--- config.mk ---
export PLATFORM = sky130hd
export DESIGN_NAME = booth_mult_controller
export DESIGN_NICKNAME = d
export VERILOG_FILES = /design/src/rtl/booth_mult_controller.sv
export SDC_FILE = /design/constraint.sdc
export NUM_CORES = 1
export LEC_CHECK = 0
export CAP_MARGIN = 20
export CORE_MARGIN = 5
export CORE_UTILIZATION = 26
export CTS_CLUSTER_DIAMETER = 60
export DETAILED_ROUTE_END_ITERATION = 10
export PLACE_DENSITY = 0.52
export SLEW_MARGIN = 20
export SYNTH_ARGS = -nofsm -noshare
export SYNTH_HDL_FRONTEND = slang
export SYNTH_SLANG_ARGS = --single-unit
--- constraint.sdc ---
create_clock -name clk -period 2 [get_ports clk]
set_input_delay 0.4 -clock clk [delete_from_list [all_inputs] [get_ports clk]]
set_output_delay 0.4 -clock clk [all_outputs]
set_load 0.005 [all_outputs]
--- src/rtl/booth_mult_controller.sv ---
// booth_mult_controller: sequencer for an N-bit shift-add / radix-2 Booth multiplier datapath
//   clk, rst_n          : rising-edge clock, asynchronous active-low reset
//   start, signed_mode  : multiply request (accepted in IDLE) and mode latched with it
//   abort               : synchronous cancel while busy
//   q0                  : current multiplier LSB from the datapath
//   ready, busy, done   : handshake status; done pulses once per completed product
//   ld_a, ld_b, clr_p   : operand load and partial-product clear
//   add_en, sub_en      : P <= P + A / P <= P - A
//   shift_en, shift_arith : shift {P,B} right, arithmetic when signed
//   iter                : remaining iterations
module booth_mult_controller #(
    parameter int WIDTH = 4,
    localparam int CNT_W = $clog2(WIDTH + 1)
) (
    input  logic             clk,
    input  logic             rst_n,
    input  logic             start,
    input  logic             signed_mode,
    input  logic             abort,
    input  logic             q0,
    output logic             ready,
    output logic             busy,
    output logic             ld_a,
    output logic             ld_b,
    output logic             clr_p,
    output logic             add_en,
    output logic             sub_en,
    output logic             shift_en,
    output logic             shift_arith,
    output logic             done,
    output logic [CNT_W-1:0] iter
);
    typedef enum logic [2:0] {IDLE, LOAD, EVAL, SHIFT, DONE} state_t;
    state_t           state, state_d;
    logic [CNT_W-1:0] cnt, cnt_d;
    logic             q_m1, q_m1_d, mode_q, mode_d;
    always_ff @(posedge clk or negedge rst_n) begin
        if (!rst_n) begin
            state  <= IDLE;
            cnt    <= '0;
            q_m1   <= 1'b0;
            mode_q <= 1'b0;
        end else begin
            state  <= state_d;
            cnt    <= cnt_d;
            q_m1   <= q_m1_d;
            mode_q <= mode_d;
        end
    end
    always_comb begin
        state_d = state;
        cnt_d   = cnt;
        q_m1_d  = q_m1;
        mode_d  = mode_q;
        case (state)
            IDLE: begin
                state_d = start ? LOAD : IDLE;
                mode_d  = start ? signed_mode : mode_q;
            end
            LOAD: begin
                state_d = EVAL;
                cnt_d   = CNT_W'(WIDTH);
                q_m1_d  = 1'b0;
            end
            EVAL: state_d = SHIFT;
            SHIFT: begin
                state_d = (cnt == CNT_W'(1)) ? DONE : EVAL;
                cnt_d   = cnt - 1'b1;
                q_m1_d  = q0;
            end
            default: state_d = IDLE;
        endcase
        if (abort && busy) begin
            state_d = IDLE;
            cnt_d   = '0;
            q_m1_d  = 1'b0;
        end
    end
    assign ready       = state == IDLE;
    assign busy        = state == LOAD || state == EVAL || state == SHIFT;
    assign ld_a        = state == LOAD;
    assign ld_b        = state == LOAD;
    assign clr_p       = state == LOAD;
    assign shift_en    = state == SHIFT;
    assign done        = state == DONE;
    assign shift_arith = mode_q;
    assign iter        = cnt;
    // Booth pairs {q0,q_m1}: 10 subtracts, 01 adds; unsigned mode adds on q0
    assign add_en = state == EVAL && (mode_q ? (!q0 && q_m1) : q0);
    assign sub_en = state == EVAL && mode_q && q0 && !q_m1;
endmodule

Word level (Yosys, flattened, before mapping)
Cells that the tools add are included.
- register bits: 8
- input bits: 6
- output and inout bits: 13
- logic and storage cells: 32
- add/subtract/negate cells: 1
- equal/unequal tests: 5
- multiplexer cells: 9
- reductions and logical operators: 13
- operator list (cell ; count):
    $pmux 3 s4 ; 1
    $mux 3 ; 3
    $eq 3x1->1 const B ; 2
    $eq 3x2->1 const B ; 2
    $logic_and 1x1->1 ; 6
    $pmux 3 s2 ; 1
    $eq 3x3->1 const B ; 1
    $logic_not 3->1 ; 1
    $mux 1 ; 3
    $reduce_bool 3->1 ; 1
    $sub 3x1->3 const B ; 1
    $logic_not 1->1 ; 2
    $logic_or 1x1->1 ; 2
    $pmux 1 s2 ; 1
    $reduce_and 2->1 ; 1

Longest topological paths before layout
- depth in word-level cells: 5
- depth in mapped cells: 5
- gate-level depth less buffers: 5

Worst setup path after synthesis
No wires, ideal clock.
- kind: register -> output
- from: register state[2]
- to: output ld_a
- arrival: 1.040 ns
- required time: 1.600 ns
- setup slack: 0.560 ns
- stages on the path, launching flop included: 4
- path buffers: 2
- cell sequence: dfrtp_1 -> buf_2 -> nor3b_1 -> buf_4
- longest elaborated chain between the ends: 1
- ends and longest elaborated chain (element ; line ; RTL):
    from (decl) ; 34 ; state_t state, state_d;
    from (signal assigned) ; 44 ; state <= state_d;
    $eq 3x1->1 ; n/a ;
    to (decl) ; 23 ; output logic ld_a,
Every way passes these cells.

Final worst setup path
- from: input q0
- to: output add_en
- longest elaborated chain between the ends: 4
- ends and longest elaborated chain (element ; line ; RTL):
    from (decl) ; 20 ; input logic q0,
    $logic_not 1->1 ; 89 ; assign add_en = state == EVAL && (mode_q ? (!q0 && q_m1) : q0);
    $logic_and 1x1->1 ; 89 ;
    $mux 1 (*) ; 89 ;
    $logic_and 1x1->1 (*) ; 89 ;
    to (decl) ; 26 ; output logic add_en,
Mark *: on every way between the ends. The rest lies on a longest branch, timed or not.

==> qor.txt <==
routability cong.: 0.7294
final setup fails: 0
Total GRT Usage: 0.1037
period utilization: 0.9616
Post-synth top flop: dfrtp_1
Post-Synth Simple-Gate Area: 0.2526
dpl ws: -226.8 ps
first-pass GRT wire length: 2035 um
Vias: 452
chip height: 53.43 um
buffer depth of the longest clock path: 2
Slew HR: 0.7549
DRT Wirelength: 1189 um
crit path time final: 1923 ps
CTS tree: done
final setup TNS: 0 ps
fin nets: 89
clk root buf: clkbuf_4
hold buffer count at cts: 0
RSZ-0062 raised after global routing: false
WP data arrival: 1520 ps
hpwl dp: 859 um
dpl cell area: 693.2 um^2
Reg-to-Reg End: state[2]$_DFF_PN0_
CP required: 1600 ps
GR Util met1: 0.1282
Site Rows: 15
die area: 2855 um^2
Synth async-reset ratio: 1.000
Netlist cell types: 23
average wire per standard cell: 11.43 um
cell taking the most area after synthesis: dfrtp_1
Lkg Pwr: 0.3525 nW
Synth Cell Area: 490.5 um^2
Final WS setup: 76.74 ps
total gr overflow: 0
largest net degree at the start of global routing: 9
R2R Path Start: state[2]$_DFF_PN0_
Synth Area in Compound Gates: 0.1327
Post-Syn Nets: 62
GR Layer Usage met2: 0.1469
Initial Util: 0.2780
largest family of logic cells by synthesized area: simple AND/OR/NAND/NOR gates
met3 Use GR: 0.05915
core footprint: 1764 um^2
Boundary Pins: 19
largest cells by area after synthesis: dfrtp_1 (41%), ha_1 (5.1%), o21ai_0 (5.1%)
crit end category: output port
mean post-synth cell area: 9.083 um^2
Die X: 53.43 um
Top Usage Layer GRT: met2
multiplexer share of the synthesized area: 0.04592
Hold Fails Final Rpt: 0
clk_skew: 1.013 ps
fraction of layout cells with a size suffix above 1: 0.2785
area added between synthesis and finish: 56.63%
count leader, synth: dfrtp_1
Iter 0 DRT Violations: 9
most frequent cells after synthesis: dfrtp_1 (8), nor2_1 (6), nand2_1 (5), o21ai_0 (5), inv_1 (4)
status: completed
Peak VDD IR: 0.5409 mV
hold_ws: 426.0 ps
fmax: 520.0 MHz
CTS clock-pin slew for the worst setup and hold paths: 50 ps
xor/xnor share of the synthesized area: 0
worst r2r path cells: 3
IO buf count: 18
worst slew pin tran: 358.4 ps
Synth top area share: 0.4082
Yosys reg bits: 8
initial antenna violation count: 0
H-tree lvl count: 1
final instance area: 768.2 um^2
Adder-Cell Fraction of Synth Area: 0.05102
total CTS buffers: 3
Detail Route Antenna Nets: 0
Layout Cells excl Fill: 104
HP Class: in2async
Worst-Skew Late Latency: 260 ps
ant diodes: 0
drt first pass iters: 4
yosys warns: 0
CP max FO: 2
drt drc: 0
Post-synth EDFFs: 0
R2R setup slack: 730 ps
Sink Count: 8
placed cells: 96
Pwr Total: 695.0 uW
fin. max-slew vios: 0
post-synthesis sequential area ratio: 0.4082
Mapped Cells: 54
Fillers: 190
vias per cell: 4.346
critical path type: in2out
Layout Utilization: 0.4355
MaxCap Viol Count: 0
Power Dens Cells: 904.7 nW/um^2
crit start category: primary input
vias in the first global route: 484
## worst max path at each step
stage                            start        to  slack [ps]
floorplan           state[2]$_DFF_PN0_      ld_a         560
global route        state[0]$_DFF_PN0_  shift_en           7
CTS                 state[0]$_DFF_PN0_      done          30
detailed placement                  q0    add_en        -230
global placement                    q0    add_en        -200
finish                              q0    add_en          80
## kinds of logic (layout without fill, tap and decap cells)
logic type                 after synthesis  count (layout)
adders and majority gates                2               2
DFF                                      8               8
muxes                                    2               2
buffers and inverters                    9              34
and+or+nand+nor                         21              21
AOI/OAI and AO/OA                       12              12
## cell type report
type | count | area (um^2) | area share
sequential | 8 | 203.9 | 0.2655
clock buffer | 3 | 22.52 | 0.02932
inverter | 4 | 15.01 | 0.01954
tap | 25 | 31.28 | 0.04072
timing repair buffer | 27 | 251.5 | 0.3274
multi-input combinational | 37 | 244.0 | 0.3176
## cells in the final DEF (no fill, tap or decap), drive strengths merged
cell,instances
clkbuf,3
a31oi,1
or3,1
nor3,3
mux2,2
a2111oi,1
dfrtp,8
buf,9
a21oi,2
nor3b,3
nor2,6
clkdlybuf4s50,14
nor4,1
o21ai,8
dlymetal6s2s,2
ha,2
clkdlybuf4s15,1
inv,4
dlygate4sd2,1
nand2,6
nand2b,1
## report_power, final
group | leakage [nW] | total, mW | internal [mW] | switching (mW)
registers | 0.0996 | 0.253 | 0.203 | 0.0500
logic | 0.239 | 0.316 | 0.193 | 0.123
clock network | 0.0138 | 0.126 | 0.0689 | 0.0575
total | 0.353 | 0.695 | 0.465 | 0.230
## repair_timing
action	4_1_cts	5_1_grt
gates resized for setup	6	4
endpoints found under the hold margin	0	0
endpoints found under the setup margin	6	3
setup buffers	5	0
## worst max-delay path, cell delays in order
cell and delay [ps]:
clkdlybuf4s50_1 420, inv_1 90, mux2_2 340, nor2_2 70
clkdlybuf4s15_1 200
## state kept, by name, summed over array words and instances (netlist names)
name	count
iter	3
q_m1	1
shift_arith	1
state	3
## per-layer routing
metal  share of wire  vias up
met5               0        -
met4          0.0076        0
met3           0.060        2
met2            0.46       12
met1            0.47      206
li1                -      232
(Power assumes the default switching activity.)
